<file path="config.mk">
export PLATFORM = sky130hd
export DESIGN_NAME = adc_trig_decim
export DESIGN_NICKNAME = d
export VERILOG_FILES = /design/src/rtl/adc_trig_decim_pkg.sv /design/src/rtl/adc_decim_ch.sv /design/src/rtl/adc_trig_decim.sv
export SDC_FILE = /design/constraint.sdc
export NUM_CORES = 1
export LEC_CHECK = 0
export ABC_CLOCK_PERIOD_IN_PS = 7300
export BUFFER_PORTS_ARGS = -buffer_cell sky130_fd_sc_hd__buf_2
export CAP_MARGIN = 15
export CORE_AREA = 2 2 176 178
export CTS_BUF_LIST = sky130_fd_sc_hd__clkbuf_4 sky130_fd_sc_hd__clkbuf_8 sky130_fd_sc_hd__clkbuf_16
export DETAILED_ROUTE_END_ITERATION = 16
export DIE_AREA = 0 0 178 180
export GPL_ROUTABILITY_DRIVEN = 0
export PLACE_DENSITY = 0.73
export SLEW_MARGIN = 40
export SYNTH_ARGS = -nofsm -noshare
export SYNTH_HDL_FRONTEND = slang
export SYNTH_HIERARCHICAL = 1
export SYNTH_SLANG_ARGS = --single-unit
export TNS_END_PERCENT = 1
</file>
<file path="constraint.sdc">
create_clock -name sys_clk -period 7.3 [get_ports sys_clk]
set_clock_uncertainty 0.1 [all_clocks]
set_input_delay 0.73 -clock sys_clk [delete_from_list [all_inputs] [get_ports sys_clk]]
set_output_delay 0.73 -clock sys_clk [all_outputs]
set_load 0.005 [all_outputs]
</file>
<file path="src/rtl/adc_trig_decim_pkg.sv">
// Shared types and widths for the ADC trigger/decimation front end.
// Sample word layout: ch0 in [11:0], ch1 in [27:16], other nibbles zero.
package adc_trig_decim_pkg;

    localparam int ADC_W            = 12;
    localparam int DEF_MAX_LOG2_DEC = 8;
    localparam int DEF_CNT_W        = 13;
    localparam int ADC_ACC_W        = ADC_W + DEF_MAX_LOG2_DEC;

    typedef enum logic [1:0] {
        TRIG_IMM  = 2'd0,
        TRIG_RISE = 2'd1,
        TRIG_FALL = 2'd2,
        TRIG_EXT  = 2'd3
    } trig_mode_e;

    typedef enum logic [1:0] {
        ST_IDLE   = 2'd0,
        ST_ARMED  = 2'd1,
        ST_STREAM = 2'd2,
        ST_DONE   = 2'd3
    } cap_state_e;

    typedef struct packed {
        logic [3:0]       pad1;
        logic [ADC_W-1:0] ch1;
        logic [3:0]       pad0;
        logic [ADC_W-1:0] ch0;
    } adc_sample_t;

endpackage

</file>
<file path="src/rtl/adc_decim_ch.sv">
// Per-channel window reducer: boxcar sum or first-sample capture.
// The result is combinational and valid on the window's last sample cycle.
module adc_decim_ch
    import adc_trig_decim_pkg::*;
#(
    parameter int ACC_W = ADC_ACC_W
) (
    input  logic             clk,
    input  logic             rst_n,
    input  logic             clr,
    input  logic             en,
    input  logic             start,
    input  logic             avg_en,
    input  logic [3:0]       dec,
    input  logic [ADC_W-1:0] raw,
    output logic [ADC_W-1:0] result
);

    logic [ACC_W-1:0] acc;
    logic [ACC_W-1:0] acc_next;
    logic [ADC_W-1:0] first;

    // The current sample is folded in so the last sample of a window counts.
    always_comb begin
        acc_next = start ? ACC_W'(raw) : acc + ACC_W'(raw);
        if (avg_en) begin
            result = ADC_W'(acc_next >> dec);
        end else if (start) begin
            result = raw;
        end else begin
            result = first;
        end
    end

    always_ff @(posedge clk or negedge rst_n) begin
        if (!rst_n) begin
            acc   <= '0;
            first <= '0;
        end else if (clr) begin
            acc   <= '0;
            first <= '0;
        end else if (en) begin
            acc <= acc_next;
            if (start) begin
                first <= raw;
            end
        end
    end

endmodule

</file>
<file path="src/rtl/adc_trig_decim.sv">
// Capture qualifier: arms on a CSR edge, waits for a trigger, then streams a
// fixed number of decimated or averaged two-channel samples.
module adc_trig_decim
    import adc_trig_decim_pkg::*;
#(
    parameter int MAX_LOG2_DEC = DEF_MAX_LOG2_DEC,
    parameter int CNT_W        = DEF_CNT_W
) (
    input  logic              sys_clk,
    input  logic              sys_rst_n,
    input  logic [ADC_W-1:0]  ad_data_ch0_i,
    input  logic [ADC_W-1:0]  ad_data_ch1_i,
    input  logic              arm_i,
    input  logic [1:0]        trig_mode_i,
    input  logic              trig_ch_i,
    input  logic [ADC_W-1:0]  trig_level_i,
    input  logic [ADC_W-1:0]  trig_hyst_i,
    input  logic              ext_trig_i,
    input  logic [3:0]        dec_log2_i,
    input  logic              avg_en_i,
    input  logic [CNT_W-1:0]  num_samples_i,
    output adc_sample_t       sample_o,
    output logic              sample_vld_o,
    output logic              trig_o,
    output logic              armed_o,
    output logic              done_o
);

    localparam int                      ACC_W   = ADC_W + MAX_LOG2_DEC;
    localparam logic [3:0]              DEC_MAX = 4'(MAX_LOG2_DEC);
    localparam logic [MAX_LOG2_DEC-1:0] WIN_ONE = {{(MAX_LOG2_DEC-1){1'b0}}, 1'b1};
    localparam logic [CNT_W-1:0]        CNT_ONE = {{(CNT_W-1){1'b0}}, 1'b1};

    cap_state_e              state;
    trig_mode_e              mode_sh;
    logic                    arm_q, arm_edge;
    logic                    ch_sh, avg_sh, primed, fin_q;
    logic [ADC_W-1:0]        level_sh, hyst_sh, sel, lo_thr, hi_thr, res0, res1;
    logic [ADC_W:0]          hi_sum;
    logic [3:0]              dec_sh;
    logic [CNT_W-1:0]        num_sh, out_cnt;
    logic [MAX_LOG2_DEC-1:0] win_cnt, win_max;
    logic                    fire, prime_set, in_win, win_start, win_last;

    assign arm_edge = arm_i & ~arm_q;
    assign sel      = ch_sh ? ad_data_ch1_i : ad_data_ch0_i;
    assign lo_thr   = (level_sh > hyst_sh) ? level_sh - hyst_sh : '0;
    assign hi_sum   = {1'b0, level_sh} + {1'b0, hyst_sh};
    assign hi_thr   = hi_sum[ADC_W] ? {ADC_W{1'b1}} : hi_sum[ADC_W-1:0];
    assign win_max  = ~({MAX_LOG2_DEC{1'b1}} << dec_sh);

    // Priming looks only at the registered flag, so the priming sample never fires.
    always_comb begin
        fire      = 1'b0;
        prime_set = 1'b0;
        if (state == ST_ARMED && !arm_edge) begin
            case (mode_sh)
                TRIG_IMM:  fire = 1'b1;
                TRIG_RISE: begin
                    prime_set = sel < lo_thr;
                    fire      = primed && (sel >= level_sh);
                end
                TRIG_FALL: begin
                    prime_set = sel > hi_thr;
                    fire      = primed && (sel <= level_sh);
                end
                default:   fire = ext_trig_i;
            endcase
        end
    end

    assign in_win    = fire || (state == ST_STREAM && !fin_q && !arm_edge);
    assign win_start = in_win && (win_cnt == '0);
    assign win_last  = in_win && (win_cnt == win_max);

    adc_decim_ch #(.ACC_W(ACC_W)) u_ch0 (
        .clk(sys_clk), .rst_n(sys_rst_n), .clr(arm_edge), .en(in_win),
        .start(win_start), .avg_en(avg_sh), .dec(dec_sh),
        .raw(ad_data_ch0_i), .result(res0)
    );

    adc_decim_ch #(.ACC_W(ACC_W)) u_ch1 (
        .clk(sys_clk), .rst_n(sys_rst_n), .clr(arm_edge), .en(in_win),
        .start(win_start), .avg_en(avg_sh), .dec(dec_sh),
        .raw(ad_data_ch1_i), .result(res1)
    );

    // fin_q marks that the final strobe is on the output; DONE follows a cycle later.
    always_ff @(posedge sys_clk or negedge sys_rst_n) begin
        if (!sys_rst_n) begin
            state        <= ST_IDLE;
            arm_q        <= 1'b0;
            mode_sh      <= TRIG_IMM;
            ch_sh        <= 1'b0;
            level_sh     <= '0;
            hyst_sh      <= '0;
            dec_sh       <= '0;
            avg_sh       <= 1'b0;
            num_sh       <= '0;
            primed       <= 1'b0;
            fin_q        <= 1'b0;
            win_cnt      <= '0;
            out_cnt      <= '0;
            sample_o     <= '0;
            sample_vld_o <= 1'b0;
            trig_o       <= 1'b0;
            armed_o      <= 1'b0;
            done_o       <= 1'b0;
        end else begin
            arm_q        <= arm_i;
            sample_vld_o <= 1'b0;
            trig_o       <= 1'b0;
            if (arm_edge) begin
                state    <= ST_ARMED;
                armed_o  <= 1'b1;
                done_o   <= 1'b0;
                primed   <= 1'b0;
                fin_q    <= 1'b0;
                win_cnt  <= '0;
                out_cnt  <= '0;
                mode_sh  <= trig_mode_e'(trig_mode_i);
                ch_sh    <= trig_ch_i;
                level_sh <= trig_level_i;
                hyst_sh  <= trig_hyst_i;
                dec_sh   <= (dec_log2_i > DEC_MAX) ? DEC_MAX : dec_log2_i;
                avg_sh   <= avg_en_i;
                num_sh   <= num_samples_i;
            end else begin
                case (state)
                    ST_ARMED: begin
                        if (prime_set) begin
                            primed <= 1'b1;
                        end
                        if (fire) begin
                            state   <= ST_STREAM;
                            armed_o <= 1'b0;
                            trig_o  <= 1'b1;
                        end
                    end
                    ST_STREAM: begin
                        if (fin_q) begin
                            state  <= ST_DONE;
                            done_o <= 1'b1;
                            fin_q  <= 1'b0;
                        end
                    end
                    default: ;
                endcase
                if (in_win) begin
                    win_cnt <= win_last ? '0 : win_cnt + WIN_ONE;
                    if (win_last) begin
                        sample_vld_o <= 1'b1;
                        sample_o     <= '{pad1: 4'h0, ch1: res1, pad0: 4'h0, ch0: res0};
                        out_cnt      <= out_cnt + CNT_ONE;
                        if (out_cnt == num_sh - CNT_ONE) begin
                            fin_q <= 1'b1;
                        end
                    end
                end
            end
        end
    end

endmodule

</file>
==> results.ini <==
[outcome]
outcome=completed

[setup_path]
path_buf_inv=2
cp_slowest_cell=dfrtp_1
worstSetupStartpoint=ch_sh
worstPathRequired_ns=7.53
crit_chain=mux2_2, ha_1, a21oi_1, o21ai_0, a22o_1, o311a_1, a21boi_0, buf_4, nor2_4, and3_4, inv_1, a311oi_1, a31oi_1, a221oi_1, a21oi_1, o31ai_1, a31oi_1, nand2_1, nand2_1
timing.rr.end=sample_o[1]
cp_max_fo=64
reg2reg_depth=19
reg2reg_from=ch_sh
r2r_setup_slack_ns=1.29
critical_path_arrival_ns=6.24
critPathMaxStageDelay_ns=0.69
crit_type=register to register
endpoint_kind=register
cp-start-kind=register
crit_family=compound AO/OA/AOI/OAI gates

[sta]
slew_viol_final=0
worstMarginPinSlew_ns=0.836
timing.hold.ws_ns=0.192
period_share=0.823
rsz0062_at_grt=no
setup_viol=0
relSlewSlack=0.441
hold_viol=0
max_freq_mhz=167
finalSetupTns_ns=0
min_period_ns=6.01

[yosys]
yosysTopAreaCellShare=0.274
synth_cells=1942
synth_area_per_cell_um2=7.68
yosysSeqAreaShare=0.274
ys_ff_latch=163
yosysWarnings=6
synth_edf_count=0
syn_area_um2=14900
yosysMostFrequentCell=nand2_1
yosys.area.top_type=dfrtp_1
synth_area_leaders=dfrtp_1 (27%), nand2_1 (8.6%), ha_1 (7.6%)
synth_top_cells_by_count=nand2_1 (341), dfrtp_1 (163), a21oi_1 (160), nor2_1 (160), clkbuf_1 (92)
synthFlopType=dfrtp_1
synthArstFlopShare=1.00
synth.distinct_cells=104

[detailed_routing]
drc=0
drt_first_pass_iters=6
wire_per_inst_um=19.3
vias_per_cell=6.50
ant_nets=0
vias=15300
drt-total-wl_mm=45.4
drtIter0Drc=1984

[clock_network]
cts_setup_buffers=0
cts_hold_buf=0
cts_buffers=17
cts_root_buf=clkbuf_16
cts_max_level=4
cts_tree=yes
cts_resized=0
cts_max_path_buffers=2
clock-sinks=163
path_clk_slew_ns=0.08
clock_latency_ns=0.44

[die]
start_util=0.494
die_area_um2=32000
fp.dieW_um=178
core_area_um2=30200
core.rowCount=64
ioPinCount=109
die_y_um=180

[placement]
placed_area_um2=15500
portBuffers=100
dpl.hpwl_mm=32.5

[final_layout]
area_delta_synth_final_pct=8.58
nets=2115
diodes=0
stdcell_area_um2=16200
layout-drive-gt1-share=0.111

[global_route]
grt_use_total=0.283
antenna_found_initial=0
grt_pass1_vias=14400
grt_max_degree=91
gr-total-overflow=0
grt_first_pass_wirelength_mm=73.8

[power]
cellPowerDensity_nw_per_um2=340
power.total_mw=5.51
p_leak_nw=7.08
ir_worst_vdd_v=0.000159

[worst_hold_path]
hp-class=input port to asynchronous set/reset pin

[job]
max_cap_violations=0

[layout make-up]
cell class	count	area (um^2)
Fill cell	2825	14000
Multi-Input combinational cell	1581	10000
Sequential cell	163	4090
Timing Repair Buffer	114	632
Tap cell	396	495
Clock buffer	17	425
Clock inverter	15	273
Inverter	70	268
[cell families after synthesis]
family,synth area share
compound gates,0.263
xor+xnor,0.0241
fa+ha+maj,0.0817
buf+inv,0.0577
flops,0.274
mux,0.0439
other cells,0.000251
simple gates,0.256
[layer usage]
layer / global-route usage / part of all wire / wire [um] / vias to the layer above
li1: - / - / - / 7111
met1: 0.392 / 0.44 / 19900 / 7223
met2: 0.444 / 0.45 / 20400 / 849
met3: 0.0472 / 0.083 / 3780 / 138
met4: 0.0990 / 0.030 / 1360 / 0
met5: 0 / 0 / 0 / -
[metrics by stage]
| step | std cells | setup slack [ns] | utilization |
|---|---|---|---|
| global placement | 2323 | 1.48 | 0.512 |
| detailed placement | 2323 | 1.41 | 0.512 |
| floorplan | 1949 | 2.21 | - |
| global route | 2356 | 0.919 | 0.536 |
| finish | 2356 | 1.29 | 0.536 |
| CTS | 2355 | 1.50 | 0.535 |
[flip-flops by register name (all words and copies together) (netlist names)]
| signal | cells |
|---|---|
| sample_o | 24 |
| u_ch0/acc | 20 |
| u_ch1/acc | 20 |
| num_sh | 13 |
| out_cnt | 13 |
| hyst_sh | 12 |
| level_sh | 12 |
| u_ch0/first | 12 |
| u_ch1/first | 12 |
| win_cnt | 8 |
| dec_sh | 4 |
| mode_sh | 2 |
| state | 2 |
| arm_q | 1 |
| armed_o | 1 |
| avg_sh | 1 |
| ch_sh | 1 |
| done_o | 1 |
| fin_q | 1 |
| primed | 1 |
| sample_vld_o | 1 |
| trig_o | 1 |
[how the worst max path moves through the flow]
stage	end	slack, ns	cells past startpoint
4_1_cts	sample_o[1]	1.50	19
5_1_grt	sample_o[1]	0.92	19
3_5_place_dp	sample_o[25]	1.41	21
6_report	sample_o[1]	1.29	19
2_1_floorplan	sample_o[25]	2.21	22
3_3_place_gp	sample_o[1]	1.48	20
[report_power, final]
part           switching (mW)  total [mW]  internal [mW]
sequential              0.171        1.26           1.09
combinational            2.00        3.16           1.17
clock                   0.427        1.08          0.656
[placed cells by master (no fill, tap or decap), drive strengths merged, types with 12 or more instances in the layout]
| master | n |
|---|---|
| inv | 74 |
| xnor2 | 28 |
| o31ai | 20 |
| a21oi | 163 |
| buf | 114 |
| nand2 | 342 |
| a221oi | 13 |
| dfrtp | 163 |
| and2 | 20 |
| o21ai | 101 |
| nand3 | 50 |
| nand2b | 23 |
| mux2i | 26 |
| clkbuf | 17 |
| a31oi | 20 |
| a21o | 26 |
| and3 | 25 |
| or3 | 25 |
| or4 | 16 |
| o211ai | 28 |
| mux2 | 25 |
| nor3b | 14 |
| nand4 | 27 |
| a311oi | 17 |
| xor2 | 13 |
| nor2b | 15 |
| a211oi | 34 |
| nor2 | 160 |
| nor3 | 44 |
| ha | 91 |
| o21a | 12 |
| nor4 | 17 |
Note: power is estimated with default switching activity, not from simulation.
